$ cat src/rtl/mac_tile_reconfig_if.sv
// rtl/mac_tile_reconfig_if.sv - tile-to-tile datapath bundle for mac_tile_reconfig
interface mac_tile_reconfig_if #(
  parameter int bw      = 4,
  parameter int psum_bw = 16
);
  logic [bw-1:0]      in_w;
  logic [bw-1:0]      out_e;
  logic [psum_bw-1:0] in_n;
  logic [psum_bw-1:0] out_s;
  logic [3:0]         inst_w;
  logic [3:0]         inst_e;
  logic               flush_in;
  logic               flush_out;

  modport master (
    output in_w, in_n, inst_w, flush_in,
    input  out_e, out_s, inst_e, flush_out
  );

  modport slave (
    input  in_w, in_n, inst_w, flush_in,
    output out_e, out_s, inst_e, flush_out
  );
endinterface

$ cat src/rtl/mac_tile_reconfig.sv
// rtl/mac_tile_reconfig.sv - reconfigurable WS/OS MAC tile with SIMD lanes and daisy-chained flush
module mac_tile_reconfig #(
  parameter int bw      = 4,
  parameter int psum_bw = 16
) (
  input  logic                 clk,
  input  logic                 reset,
  mac_tile_reconfig_if.slave   tile
);
  localparam int hw = bw / 2;

  typedef enum logic {RUN = 1'b0, FWD = 1'b1} fsm_t;

  fsm_t               state_q, state_n;
  logic [bw-1:0]      a_q, b_q;
  logic [psum_bw-1:0] c_q, acc, out_s_q, prod;
  logic [3:0]         inst_q;
  logic               flush_q, load_ready, exec_q, mode_q, simd_q;
  logic               os, mode_chg, os_exec, os_dump, os_fwd;

  // Activation is zero-extended, weight sign-extended; psum_bw >= 2*bw+2 keeps the wrap exact.
  function automatic logic [psum_bw-1:0] mul(input logic [bw-1:0] a, input logic [bw-1:0] w,
                                             input logic simd);
    logic [psum_bw-1:0] r;
    if (simd)
      r = ({{(psum_bw-hw){1'b0}}, a[bw-1:hw]} * {{(psum_bw-hw){w[bw-1]}}, w[bw-1:hw]})
        + ({{(psum_bw-hw){1'b0}}, a[hw-1:0]}  * {{(psum_bw-hw){w[hw-1]}}, w[hw-1:0]});
    else
      r = {{(psum_bw-bw){1'b0}}, a} * {{(psum_bw-bw){w[bw-1]}}, w};
    return r;
  endfunction

  assign prod     = mul(a_q, b_q, simd_q);
  assign os       = tile.inst_w[2];
  assign mode_chg = (os != mode_q);

  always_ff @(posedge clk or posedge reset) begin
    if (reset) state_q <= RUN;
    else       state_q <= state_n;
  end

  always_comb begin
    state_n = state_q;
    if (mode_chg) begin
      state_n = RUN;
    end else if (os) begin
      case (state_q)
        RUN:     if (tile.flush_in)  state_n = FWD;
        FWD:     if (!tile.flush_in) state_n = RUN;
        default: state_n = RUN;
      endcase
    end
  end

  always_comb begin
    os_exec = os && (state_q == RUN) && !tile.flush_in && tile.inst_w[1];
    os_dump = os && (state_q == RUN) && tile.flush_in;
    os_fwd  = os && (state_q == FWD) && tile.flush_in;
  end

  always_ff @(posedge clk or posedge reset) begin
    if (reset) begin
      a_q        <= '0;
      b_q        <= '0;
      c_q        <= '0;
      acc        <= '0;
      out_s_q    <= '0;
      inst_q     <= '0;
      flush_q    <= 1'b0;
      load_ready <= 1'b1;
      exec_q     <= 1'b0;
      mode_q     <= 1'b0;
      simd_q     <= 1'b0;
    end else begin
      mode_q  <= os;
      simd_q  <= tile.inst_w[3];
      flush_q <= tile.flush_in;
      exec_q  <= os_exec;
      inst_q  <= os ? tile.inst_w : {tile.inst_w[3:1], tile.inst_w[0] & ~load_ready};

      if (!os) begin
        if (tile.inst_w[0] || tile.inst_w[1]) a_q <= tile.in_w;
        if (tile.inst_w[0] && load_ready)     b_q <= tile.in_w;
        if (tile.inst_w[1])                   c_q <= tile.in_n;
      end else if (os_exec) begin
        a_q <= tile.in_w;
        b_q <= tile.in_n[bw-1:0];
      end

      // Pending product is folded into the dumped sum so no MAC is lost on flush.
      if (os) begin
        if (os_dump)     out_s_q <= acc + (exec_q ? prod : '0);
        else if (os_fwd) out_s_q <= tile.in_n;
        else             out_s_q <= {{(psum_bw-bw){1'b0}}, b_q};
      end

      if (mode_chg) begin
        load_ready <= 1'b1;
      end else if (!os) begin
        if (tile.inst_w[0] && load_ready)       load_ready <= 1'b0;
        else if (inst_q[1] && !tile.inst_w[1])  load_ready <= 1'b1;
      end

      if (mode_chg || os_dump)                acc <= '0;
      else if (os && exec_q && !tile.flush_in) acc <= acc + prod;
    end
  end

  assign tile.out_s     = mode_q ? out_s_q : (c_q + prod);
  assign tile.out_e     = a_q;
  assign tile.inst_e    = inst_q;
  assign tile.flush_out = flush_q;
endmodule

$ cat src/flat_wrapper.sv
// flat-port wrapper written by rule: the top's interface ports become plain ports
module mac_tile_reconfig_flat 
#(
  parameter int bw      = 4,
  parameter int psum_bw = 16
)
  (clk, reset, tile_in_w, tile_in_n, tile_inst_w, tile_flush_in, tile_out_e, tile_out_s, tile_inst_e, tile_flush_out);
  mac_tile_reconfig_if #(.bw(bw), .psum_bw(psum_bw)) tile_i ();
  input  logic clk;
  input  logic reset;
  input wire logic [$bits(tile_i.in_w)-1:0] tile_in_w;
  input wire logic [$bits(tile_i.in_n)-1:0] tile_in_n;
  input wire logic [$bits(tile_i.inst_w)-1:0] tile_inst_w;
  input wire logic [$bits(tile_i.flush_in)-1:0] tile_flush_in;
  output wire logic [$bits(tile_i.out_e)-1:0] tile_out_e;
  output wire logic [$bits(tile_i.out_s)-1:0] tile_out_s;
  output wire logic [$bits(tile_i.inst_e)-1:0] tile_inst_e;
  output wire logic [$bits(tile_i.flush_out)-1:0] tile_flush_out;
  assign tile_i.in_w = tile_in_w;
  assign tile_i.in_n = tile_in_n;
  assign tile_i.inst_w = tile_inst_w;
  assign tile_i.flush_in = tile_flush_in;
  assign tile_out_e = tile_i.out_e;
  assign tile_out_s = tile_i.out_s;
  assign tile_inst_e = tile_i.inst_e;
  assign tile_flush_out = tile_i.flush_out;
  mac_tile_reconfig #(.bw(bw), .psum_bw(psum_bw)) u_core (.clk(clk), .reset(reset), .tile(tile_i));
endmodule
$ cat config.mk
export PLATFORM = sky130hd
export DESIGN_NAME = mac_tile_reconfig_flat
export DESIGN_NICKNAME = d
export VERILOG_FILES = /design/src/rtl/mac_tile_reconfig_if.sv /design/src/rtl/mac_tile_reconfig.sv /design/src/flat_wrapper.sv
export SDC_FILE = /design/constraint.sdc
export NUM_CORES = 1
export LEC_CHECK = 0
export BUFFER_PORTS_ARGS = -buffer_cell sky130_fd_sc_hd__buf_2
export CORE_ASPECT_RATIO = 0.75
export CORE_MARGIN = 2
export CORE_UTILIZATION = 60
export CTS_BUF_LIST = sky130_fd_sc_hd__clkbuf_8
export CTS_CLUSTER_SIZE = 25
export DETAILED_ROUTE_END_ITERATION = 7
export PLACE_DENSITY = 0.76
export SYNTH_ARGS = -nofsm -noshare
export SYNTH_HDL_FRONTEND = slang
export SYNTH_SLANG_ARGS = --single-unit
export TNS_END_PERCENT = 20
$ cat constraint.sdc
create_clock -name clk -period 6.8 [get_ports clk]
set_input_delay 0.34 -clock clk [delete_from_list [all_inputs] [get_ports clk]]
set_output_delay 0.34 -clock clk [all_outputs]
set_load 0.01 [all_outputs]
Word level (Yosys, flattened, before mapping)
Index checks and enable logic that the tools add are counted.

storage, ports and cells
  flip-flop bits (word level) = 66
  output and inout bits = 25
  logic and storage cells = 70

operators by class
  add/sub/neg operators = 4
  multipliers = 3
  equality and inequality tests = 3
  mux-type cells = 21
  bitwise gates (word level) = 4
  reductions and logical operators = 23

operators by type and width
  cell                number
  $mux 16             7
  $add 16x16->16      4
  $mux 4              6
  $logic_and 1x1->1   10
  $mul 3x2->5         2
  $mul 5x4->9         1
  $reduce_and 2->1    4
  $reduce_bool 2->1   4
  $mux 1              7
  $ne 2x1->1 const B  2
  $mux 3              1
  $not 1->1           3
  $reduce_bool 3->1   1
  $logic_not 1->1     2
  $logic_or 1x1->1    2
  $and 1x1->1         1
  $ne 1x1->1          1

Depth between registers and ports, before layout
  word-level depth = 6
  mapped depth = 25
  mapped depth without buffers = 25

Worst setup path before layout
No wires, ideal clock.

  path type = register -> output
  start point = register u_core.a_q[0], in the netlist u_core.tile.out_e[0]
  end point = output tile_out_s[15]
  data arrival time = 4.987 ns
  data required time = 6.460 ns
  path slack = 1.473 ns
  cell stages (with the launch flop) = 23
  path through = dfrtp_1 nand2b_1 fa_1 fa_1 fa_1 inv_1 ha_1 inv_1 fa_1 inv_1 a21o_1 a21oi_1 xor2_1 o21ai_0 ha_1 nand4_1 nor2_1 a21oi_1 a21oi_1 a221o_1 a21oi_1 xnor2_1 mux2_2

on the way
  cells in the longest elaborated chain, start to end = 5

ends and longest elaborated chain
  item                      RTL line                  RTL
  start: declaration        mac_tile_reconfig.sv:15   logic [bw-1:0] a_q, b_q;
  start signal: assignment  mac_tile_reconfig.sv:82   if (tile.inst_w[0] || tile.inst_w[1]) a_q <= tile.in_w;
  start signal: assignment  mac_tile_reconfig.sv:86   a_q <= tile.in_w;
  $mul 3x2->5               mac_tile_reconfig.sv:27   + ({{(psum_bw-hw){1'b0}}, a[hw-1:0]} * {{(psum_bw-hw){w[hw-1]}}, w[hw-1:0]});
  $add 16x16->16            mac_tile_reconfig.sv:27
  $mux 16 *                 mac_tile_reconfig.sv:25   if (simd)
  $add 16x16->16 *          mac_tile_reconfig.sv:109  assign tile.out_s = mode_q ? out_s_q : (c_q + prod);
  $mux 16 *                 mac_tile_reconfig.sv:109
  end: declaration          flat_wrapper.sv:16        output wire logic [$bits(tile_i.out_s)-1:0] tile_out_s;

Mark *: on every way between the ends. The rest lies on a longest branch, timed or not.

Worst setup path in the final report
  start point = register u_core.b_q[3]
  end point = output tile_out_s[15]

on the way
  cells in the longest elaborated chain, start to end = 5

ends and longest elaborated chain
  item                      RTL line                  RTL
  start: declaration        mac_tile_reconfig.sv:15
  start signal: assignment  mac_tile_reconfig.sv:83   if (tile.inst_w[0] && load_ready) b_q <= tile.in_w;
  start signal: assignment  mac_tile_reconfig.sv:87   b_q <= tile.in_n[bw-1:0];
  $mul 3x2->5               mac_tile_reconfig.sv:26   r = ({{(psum_bw-hw){1'b0}}, a[bw-1:hw]} * {{(psum_bw-hw){w[bw-1]}}, w[bw-1:hw]})
  $add 16x16->16            mac_tile_reconfig.sv:27
  $mux 16 *                 mac_tile_reconfig.sv:25
  $add 16x16->16 *          mac_tile_reconfig.sv:109
  $mux 16 *                 mac_tile_reconfig.sv:109

Marked as above.

==> impl_results.md <==
* Drt wl/cell at 17.4 um
* Post-synthesis register bit count at 64
* Mean area per synthesized cell at 8.86 sq um
* Delay of the slowest critical-path stage at between 500 and 600 ps
* Antenna Nets Post-Route at 0
* Cells after Synth at 663
* Setup Buffers After CTS at 0
* CTS clock-pin slew for the worst setup and hold paths at 80 ps
* Die Wd at around 120 um
* Setup-failing EPs final at 0
* Clk buf depth at 2
* Final hold vios at 0
* Setup crit end kind: output pin
* Synth warnings at 0
* H-Tree Depth at 3
* Drt pass-1 iters at 5
* Placer Congestion at 0.951
* Crit path arrival time at between 6000 and 7000 ps
* Mapped cell area at ~5900 sq um
* Worst setup path category: reg2out
* Worst-margin pin slew at around 860 ps
* Final Max Tran Viols at 0
* I/O Pins at 52
* Ys async rst share at 1.00
* Skew final at 13.8 ps
* Vias in the first global route at 4958
* First-pass GRT wire length at roughly 25 mm
* Sequential area share after synthesis at 0.273
* Fmax at roughly 0.16 GHz
* Initial antenna violation count at 0
* Max-Cap Viols at 0
* Full die area at between 10000 and 15000 sq um
* CTS tree: yes
* Largest net degree at the start of global routing at between 60 and 70
* Final nets at between 800 and 900
* 1st-iter DRT viols at 356
* Post-Layout Cell Count at between 800 and 900
* Hold-fix buffers, CTS at 0
* Post-synthesis net count at 778
* Unrepaired setup endpoints after global routing: no
* Cell family with most CP delay: adder cells
* Number of synthesized flops with an enable pin at 0
* Startpoint Class: flip-flop
* WP buf/inv at 4
* Inst Count DP at roughly 830
* Top FF cell, synth: dfrtp_1
* Final period util at 0.937
* Commonest non-fill, non-tap cell in the layout: ha_1
* Hold crit path type: in2reg
* Clock sink total at between 60 and 70
* Power Dens Cells at roughly 440 nW/um^2
* PostCTS Resize Cnt at 0
* Core ar. at 9580 sq um
* Placement Setup Slack at 720 ps
* Via density at between 6 and 7
* Grt total ovfl at 0
* Global Route Usage Sum at 0.289
* Min Tclk post-route at 6370 ps
* Die Span Y at roughly 90 um
* Commonest non-fill, non-tap cells in the layout: ha_1, dfrtp_1, o21ai_0
* Cells along the critical path: nand2b_1 > fa_1 > fa_1 > fa_1 > inv_1 > ha_1 > inv_1 > fa_1 > inv_1 > a21o_1 > a21oi_1 > xor2_1 > o21ai_1 > ha_1 > nand2_1 > o21ai_0 > a21oi_1 > a21oi_1 > a221o_1 > a21oi_1 > xnor2_1 > mux2_2 > buf_2
* Min Hold Slack at slightly below 80 ps
* Setup TNS at 0 ps
* Root Buffer Master: clkbuf_8
* CP max FO at 8
* Drt total wl at about 15 mm
* Setup ws final at between 400 and 500 ps
* Max_slew headroom at 0.428
* Starting Density at 0.613
* Detail Placement HPWL at between 10 and 15 mm
* Outcome: complete, no violations
* Cell Rows at 31
* Latest clock arrival within the worst-skew pair at 370 ps
* Antenna cells at 0
* Layout area overhead at 10.1%
* Static Leak at 3.09 nW
* DRC errors left at 0
* Layout cells sized above 1 at 0.156
* Num CTS Buffers at 9
* PortBufs at between 50 and 60
* VDD IR max at 0.206 mV
* Req. time, crit path at 6460 ps
* Slowest CP cell: fa_1
* DR vias at 5121
* Yosys cell types at approximately 60
-- synth_stat cells, drive strengths merged, types with 6 or more instances --
cell type | instances | area share
ha | 73 | 0.16
dfrtp | 63 | 0.27
o21ai | 63 | 0.054
nand2 | 56 | 0.036
inv | 54 | 0.034
a21oi | 52 | 0.045
nor2 | 37 | 0.024
mux2 | 26 | 0.050
xnor2 | 25 | 0.037
and2 | 18 | 0.019
xor2 | 16 | 0.024
a21o | 15 | 0.019
fa | 15 | 0.051
clkbuf | 13 | 0.0083
a211oi | 12 | 0.017
mux2i | 11 | 0.019
nor3 | 10 | 0.0085
nand2b | 9 | 0.0096
nor2b | 9 | 0.0096
o21bai | 8 | 0.010
nand4 | 7 | 0.0075
o21a | 7 | 0.0089
and3 | 6 | 0.0064
-- layout make-up --
class,count,area (sq um)
Multi-Input combinational cell,527,3990
Tap cell,132,165
Sequential cell,64,1600
Inverter,54,203
Fill cell,788,3110
Clock inverter,6,67.6
Timing Repair Buffer,57,300
Clock buffer,10,138
-- cell families (layout without fill, tap and decap cells) --
kind of cell | Yosys count | after routing | share of synthesized area
xor gates and xnor gates | 41 | 41 | 0.0611
buffers and inverters | 72 | 127 | 0.0477
muxes | 37 | 37 | 0.0686
DFF | 64 | 64 | 0.273
adders and majority gates | 88 | 88 | 0.207
and+or+nand+nor | 167 | 167 | 0.138
AOI/OAI and AO/OA | 194 | 194 | 0.205
-- power by group --
group	switching, mW	internal, mW
registers	0.0499	0.425
logic	1.16	0.836
clock network	0.169	0.180
-- sequential cells by signal, indices dropped and copies added (netlist names) --
signal and flops:
u_core.acc 16, u_core.c_q 16, u_core.out_s_q 16, u_core.b_q 4, u_core.tile.inst_e 4, u_core.tile.out_e 4
u_core.exec_q 1, u_core.load_ready 1, u_core.state_q 1, u_core.tile.flush_out 1
-- path summary, 6_finish.rpt --
kind | start | to | slack [ps] | cells past startpoint
worst max-delay path | u_core.b_q[3] | tile_out_s[15] | 430 | 23
worst min register to register | u_core.out_s_q[0] | u_core.out_s_q[0] | 490 | 1
min in group asynchronous | reset | u_core.tile.inst_e[1] | 230 | 3
max in group asynchronous | reset | u_core.acc[8] | 6020 | 3
worst min-delay path | tile_inst_w[3] | u_core.tile.inst_e[3] | 80 | 1
worst max register to register | u_core.b_q[3] | u_core.acc[15] | 1000 | 22
-- metal layers --
| metal | track usage | vias up | wire length, um |
|---|---|---|---|
| met2 | 0.440 | 168 | 6450 |
| met3 | 0.0514 | 12 | 877 |
| met4 | 0.0622 | 0 | 148 |
| li1 | - | 2460 | - |
| met1 | 0.430 | 2481 | 7300 |
| met5 | 0 | - | 0 |
-- through the flow --
step | area, sq um | power [mW] | util
final | 6470 | 2.82 | 0.675
after global placement | 6260 | 2.36 | 0.654
after detailed placement | 6260 | 2.44 | 0.654
after CTS | 6470 | 2.80 | 0.675
after floorplan | 5880 | 1.91 | -
after global routing | 6470 | 3.07 | 0.675
Note: power is estimated with default switching activity, not from simulation.
